File: src/rtl/tach_rpm_meter_if.sv
// Result bundle of the tach RPM meter: raw pulse in, measured RPM and status out.
// The meter side uses master; a consumer or bench driving the pulse uses slave.
interface tach_rpm_meter_if;
    logic        pulse_in;
    logic [15:0] rpm;
    logic        rpm_valid;
    logic        rpm_sat;
    logic        stalled;
    logic        busy;

    modport master (
        input  pulse_in,
        output rpm, rpm_valid, rpm_sat, stalled, busy
    );

    modport slave (
        output pulse_in,
        input  rpm, rpm_valid, rpm_sat, stalled, busy
    );
endinterface

File: src/rtl/tach_rpm_meter.sv
// Tach period meter: synchronises the pulse, times accepted rising edges and
// converts the period to a saturated 16-bit RPM with a restoring divider.
//
// state | meaning
// IDLE  | waiting for an accepted period strobe
// DIV   | 32 restoring iterations, one quotient bit per cycle
// DONE  | publish saturated quotient, pulse rpm_valid
module tach_rpm_meter #(
    parameter int unsigned CLK_RATE       = 50000000,
    parameter int unsigned PPR            = 1,
    parameter int unsigned MIN_PERIOD     = 1000,
    parameter int unsigned TIMEOUT_CYCLES = 100000000
) (
    input  logic              clk,
    input  logic              rst_n,
    tach_rpm_meter_if.master  bus
);
    localparam logic [31:0] NUM     = 32'((64'd60 * 64'(CLK_RATE)) / 64'(PPR));
    localparam logic [31:0] MIN_CNT = 32'(MIN_PERIOD);
    localparam logic [31:0] TMO_CNT = 32'(TIMEOUT_CYCLES);

    typedef enum logic [1:0] {IDLE, DIV, DONE} state_t;

    logic        sync1, sync2, prev;
    logic        rise, accept, timeout_hit;
    logic        armed, accept_q;
    logic [31:0] cnt, period;

    state_t      state;
    logic [4:0]  iter;
    logic [31:0] quo, divisor, rem;
    logic [32:0] rem_shift, rem_diff;
    logic [15:0] rpm_q;
    logic        rpm_valid_q, rpm_sat_q, stalled_q, busy_q;

    assign rise        = sync2 & ~prev;
    assign accept      = rise & armed & (cnt >= MIN_CNT);
    // An edge landing on the timeout cycle is a valid measurement and wins.
    assign timeout_hit = armed & ~rise & (cnt == TMO_CNT);

    always_ff @(posedge clk or negedge rst_n) begin
        if (!rst_n) begin
            sync1    <= 1'b0;
            sync2    <= 1'b0;
            prev     <= 1'b0;
            cnt      <= '0;
            period   <= '0;
            armed    <= 1'b0;
            accept_q <= 1'b0;
        end else begin
            sync1    <= bus.pulse_in;
            sync2    <= sync1;
            prev     <= sync2;
            accept_q <= accept;
            if (accept) begin
                period <= cnt;
            end
            if (rise && !armed) begin
                cnt   <= 32'd1;
                armed <= 1'b1;
            end else if (accept) begin
                cnt <= 32'd1;
            end else begin
                if (timeout_hit) begin
                    armed <= 1'b0;
                end
                if (cnt != TMO_CNT) begin
                    cnt <= cnt + 32'd1;
                end
            end
        end
    end

    always_comb begin
        rem_shift = {rem, quo[31]};
        rem_diff  = rem_shift - {1'b0, divisor};
    end

    always_ff @(posedge clk or negedge rst_n) begin
        if (!rst_n) begin
            state       <= IDLE;
            iter        <= '0;
            quo         <= '0;
            divisor     <= '0;
            rem         <= '0;
            rpm_q       <= '0;
            rpm_valid_q <= 1'b0;
            rpm_sat_q   <= 1'b0;
            stalled_q   <= 1'b1;
            busy_q      <= 1'b0;
        end else begin
            rpm_valid_q <= 1'b0;
            if (timeout_hit) begin
                rpm_q       <= '0;
                rpm_sat_q   <= 1'b0;
                rpm_valid_q <= 1'b1;
                stalled_q   <= 1'b1;
            end
            case (state)
                IDLE: begin
                    if (accept_q) begin
                        quo     <= NUM;
                        divisor <= period;
                        rem     <= '0;
                        iter    <= 5'd31;
                        busy_q  <= 1'b1;
                        state   <= DIV;
                    end
                end
                DIV: begin
                    // Borrow out of the trial subtraction means restore.
                    if (rem_diff[32]) begin
                        rem <= rem_shift[31:0];
                        quo <= {quo[30:0], 1'b0};
                    end else begin
                        rem <= rem_diff[31:0];
                        quo <= {quo[30:0], 1'b1};
                    end
                    if (iter == 5'd0) begin
                        state <= DONE;
                    end else begin
                        iter <= iter - 5'd1;
                    end
                end
                DONE: begin
                    if (|quo[31:16]) begin
                        rpm_q     <= 16'hFFFF;
                        rpm_sat_q <= 1'b1;
                    end else begin
                        rpm_q     <= quo[15:0];
                        rpm_sat_q <= 1'b0;
                    end
                    rpm_valid_q <= 1'b1;
                    stalled_q   <= 1'b0;
                    busy_q      <= 1'b0;
                    state       <= IDLE;
                end
                default: state <= IDLE;
            endcase
        end
    end

    assign bus.rpm       = rpm_q;
    assign bus.rpm_valid = rpm_valid_q;
    assign bus.rpm_sat   = rpm_sat_q;
    assign bus.stalled   = stalled_q;
    assign bus.busy      = busy_q;
endmodule

File: src/flat_wrapper.sv
// flat-port wrapper written by rule: the top's interface ports become plain ports
module tach_rpm_meter_flat 
#(
    parameter int unsigned CLK_RATE       = 50000000,
    parameter int unsigned PPR            = 1,
    parameter int unsigned MIN_PERIOD     = 1000,
    parameter int unsigned TIMEOUT_CYCLES = 100000000
)
  (clk, rst_n, bus_pulse_in, bus_rpm, bus_rpm_valid, bus_rpm_sat, bus_stalled, bus_busy);
  tach_rpm_meter_if bus_i ();
  input  logic clk;
  input  logic rst_n;
  input wire logic [$bits(bus_i.pulse_in)-1:0] bus_pulse_in;
  output wire logic [$bits(bus_i.rpm)-1:0] bus_rpm;
  output wire logic [$bits(bus_i.rpm_valid)-1:0] bus_rpm_valid;
  output wire logic [$bits(bus_i.rpm_sat)-1:0] bus_rpm_sat;
  output wire logic [$bits(bus_i.stalled)-1:0] bus_stalled;
  output wire logic [$bits(bus_i.busy)-1:0] bus_busy;
  assign bus_i.pulse_in = bus_pulse_in;
  assign bus_rpm = bus_i.rpm;
  assign bus_rpm_valid = bus_i.rpm_valid;
  assign bus_rpm_sat = bus_i.rpm_sat;
  assign bus_stalled = bus_i.stalled;
  assign bus_busy = bus_i.busy;
  tach_rpm_meter #(.CLK_RATE(CLK_RATE), .PPR(PPR), .MIN_PERIOD(MIN_PERIOD), .TIMEOUT_CYCLES(TIMEOUT_CYCLES)) u_core (.clk(clk), .rst_n(rst_n), .bus(bus_i));
endmodule
File: config.mk
export PLATFORM = sky130hd
export DESIGN_NAME = tach_rpm_meter_flat
export DESIGN_NICKNAME = d
export VERILOG_FILES = /design/src/rtl/tach_rpm_meter_if.sv /design/src/rtl/tach_rpm_meter.sv /design/src/flat_wrapper.sv
export SDC_FILE = /design/constraint.sdc
export NUM_CORES = 1
export LEC_CHECK = 0
export CORE_MARGIN = 3
export CORE_UTILIZATION = 57
export DETAILED_ROUTE_END_ITERATION = 10
export PLACE_DENSITY = 0.77
export SLEW_MARGIN = 5
export SYNTH_ARGS = -nofsm -noshare
export SYNTH_HDL_FRONTEND = slang
export SYNTH_SLANG_ARGS = --single-unit
File: constraint.sdc
create_clock -name clk -period 2.7 [get_ports clk]
set_input_delay 0.405 -clock clk [delete_from_list [all_inputs] [get_ports clk]]
set_output_delay 0.405 -clock clk [all_outputs]
set_load 0.1 [all_outputs]
==> impl_metrics.toml <==
[hold_path]
min-delay-start = "u_core.sync1"
hp-class = "register to register"
hold_depth = 0
worst_hold_path.endpoint = "u_core.sync2"

[route]
drt_first_pass_iters = 6
vias = 8517
finalWirelength_um = 24000
drc_errors = 0
drt_iter0_markers = 584
vias_per_cell = 5.64
detail-route-antenna-nets = 0
wl_per_cell_um = 15.9

[sta]
final.setup.worst_slack_ps = -168
slew_headroom_pct = 61.1
period_share_pct = 106
grt_setup_unrepaired = "true"
hold_viol_final = 0
fmax_ghz = 0.349
drv_slew = 0
final-setup-viol-count = 33
worst_pin_slew_ps = 584
skew_ps = 11.2
period_needed_ps = 2870
tns_ps = -3740

[synthesis]
syn_area_um2 = 10200
async_flop_share_pct = 100
ys_ff_latch = 192
syn_avg_cell_area_um2 = 8.71
yosys.area.top_type = "dfrtp_1"
synth_nets = 1207
ys_warn_count = 0
yosys-top-cells-area = "dfrtp_1, nand2_1, ha_1"
yosysSeqAreaShare_pct = 47.3
ys_types = 62
ys_top_cells_by_count = "nand2_1, dfrtp_1, nor2_1"
yosysMostFrequentCell = "nand2_1"
netlist.area_leader.share_pct = 47.0
synthFlopType = "dfrtp_1"
synth_cells = 1167
synth_edf_count = 0

[power]
p_sw_share_pct = 23.5
vdd_drop_max_mv = 0.581
p_switching_w = 0.00135
p_clk_share_pct = 44.2
internal-power_w = 0.00439
p_comb_share_pct = 3.4
seqPwrFrac_pct = 52.5
power.total_w = 0.00574
pwr_density_cell_nw_per_um2 = 472
leakage_nw = 6.03

[final_layout]
seq_area_um2 = 4810
multi_input_area_um2 = 5030
antennaDiodeCount = 0
n_fill_cell = 1308
fin_area_um2 = 12200
finalNonFillerCells = 1511
nets = 1313
drive_gt1_share_pct = 17.6
area_growth_pct = 19.7

[clock_tree]
cts-root-buf = "clkbuf_16"
cts_tree = "done"
cts_buffers = 17
clk_latency_ps = 430
cts.path.max_buffers = 2
numClockSinks = 192
cts_htree_levels = 4
path_clk_slew_ps = 70

[global_routing]
first_global_vias = 8223
grt_max_degree = 72
antenna_found_initial = 0
grt_overflow = 0
grt_usage_pct = 25.1
grt_pass1_wl_um = 40300

[floorplanning]
die_h_um = 140
core_um2 = 17400
die_area_um2 = 19500
fp-row-count = 48
start_util_pct = 58.5
boundaryPins = 23
die_x_um = 140

[outcome]
outcome = "finished, violations left"
violations = "negative setup slack"

[place]
dpl.hpwl_um = 16700
portBuffers = 22
gp_congestion = 0.928
dpl_cell_area_um2 = 11300
place_inst = 1467

[worst_setup_path]
timing.rr.start = "u_core.quo[31]"
cp-startpoint = "u_core.quo[31]"
reg2reg_setup_slack_ps = -170
crit_required_ps = 3000
worstPathMaxFanout = 8
critical_path.startpoint_type = "register"
path_class = "register to register"
end_kind = "register"
rr_worst_depth = 14
worst_ep_arrival_time_ps = 3170
r2r_end = "u_core.rem[5]"

[run]
drv_cap = 0
## power groups by stage
stage / clock (W) / sequential [W] / combinational [W]
floorplan: 0 / 0.00302 / 0.000149
global placement: 0 / 0.00306 / 0.000188
detailed placement: 0 / 0.00307 / 0.000191
CTS: 0.00259 / 0.00301 / 0.000199
global route: 0.00272 / 0.00302 / 0.000224
finish: 0.00254 / 0.00301 / 0.000193
## area by class of cell
type / count / area share, %
Multi-Input combinational cell: 862 / 41.3
Tap cell: 225 / 2.32
Inverter: 48 / 1.51
Sequential cell: 192 / 39.5
Timing Repair inverter: 1 / 0.0617
Clock buffer: 17 / 3.50
Clock inverter: 15 / 1.42
Timing Repair Buffer: 151 / 10.3
## logic make-up after synthesis
| family | after synthesis | share of synthesized area, % |
|---|---|---|
| multiplexers | 29 | 2.92 |
| XOR/XNOR | 53 | 4.57 |
| AND/OR/NAND/NOR | 497 | 21.5 |
| AO/OA/AOI/OAI | 246 | 14.5 |
| adder cells (fa/ha/maj) | 37 | 4.63 |
| buffers and inverters | 113 | 4.56 |
| flip-flops | 192 | 47.3 |
## metal layers
layer	GRT usage, %	wire length [um]	share of wire (%)	vias up
li1	-	-	-	4174
met1	35.4	11000	46	4088
met2	40.8	11600	48	217
met3	3.92	1160	4.8	38
met4	6.95	331	1.4	0
met5	0	0	0	-
## timing repair
| action | in CTS | in global routing |
|---|---|---|
| buffers inserted | 7 | 4 |
| resized for setup | 14 | 9 |
| hold endpoints to repair | 18 | 0 |
| endpoints found under the setup margin | 33 | 61 |
| pin swaps | 17 | 6 |
| hold buffers | 1 | 0 |
| gates cloned | 2 | 2 |
## worst max-delay path by stage
stage          cells past startpoint  slack, ps        endpoint
6_report                          14       -170   u_core.rem[5]
5_1_grt                           14       -300  u_core.rem[24]
4_1_cts                           14       -160   u_core.rem[6]
3_5_place_dp                      15       -210   u_core.rem[6]
3_3_place_gp                      15       -160   u_core.rem[6]
2_1_floorplan                     13       -140   u_core.rem[1]
## critical path: stages (launching register included)
cell and delay [ps]:
dfrtp_1 390, inv_2 80, ha_4 130, inv_2 30, fa_2 330, a211oi_2 180
o21a_2 190, a2111oi_4 90, nor3_4 210, o41ai_4 120, a221oi_4 350, buf_12 200
clkbuf_16 160, mux2i_1 190, o21ai_1 70
## registers in the layout (all words and copies together), names as in the netlist
name / flops
u_core.bus.stalled: 1
u_core.period: 32
u_core.sync2: 1
u_core.bus.busy: 1
u_core.sync1: 1
u_core.quo: 32
u_core.accept_q: 1
u_core.rem: 32
u_core.divisor: 32
u_core.prev: 1
u_core.armed: 1
u_core.cnt: 32
u_core.bus.rpm: 16
u_core.bus.rpm_valid: 1
u_core.bus.rpm_sat: 1
u_core.iter: 5
u_core.state: 2
## cell usage in the layout, fill, tap and decap left out, types with 3 or more instances in the layout
master	synthesis	final
nand3b_1	3	3
nand3_1	39	39
and3_1	11	11
buf_4	0	140
a21oi_1	57	53
nor4_1	15	13
mux2i_1	27	26
clkbuf_16	0	18
nand2b_1	8	7
buf_12	0	6
inv_6	0	6
xor2_1	31	31
o21a_1	7	7
o211ai_1	13	13
clkinvlp_4	0	4
nand4_1	18	18
a31oi_1	4	4
ha_1	36	34
nor2_1	98	98
nor3_1	14	14
or3_1	3	3
nand4b_1	3	3
a21boi_0	4	4
nand2_1	265	265
dfrtp_1	191	191
a21oi_2	3	7
inv_1	48	45
a21o_1	8	8
and2_1	3	3
o21ai_1	34	34
o2111ai_1	4	4
o21ai_0	88	87
xnor2_1	22	22
## metrics by stage
step	utilization (%)	setup WS, ps	hold slack (ps)
floorplan	-	-139	109
global placement	65.3	-158	335
detailed placement	65.3	-211	336
CTS	69.7	-161	373
global route	70.1	-296	394
finish	70.1	-168	366
Power figures use the tool's default switching activity.
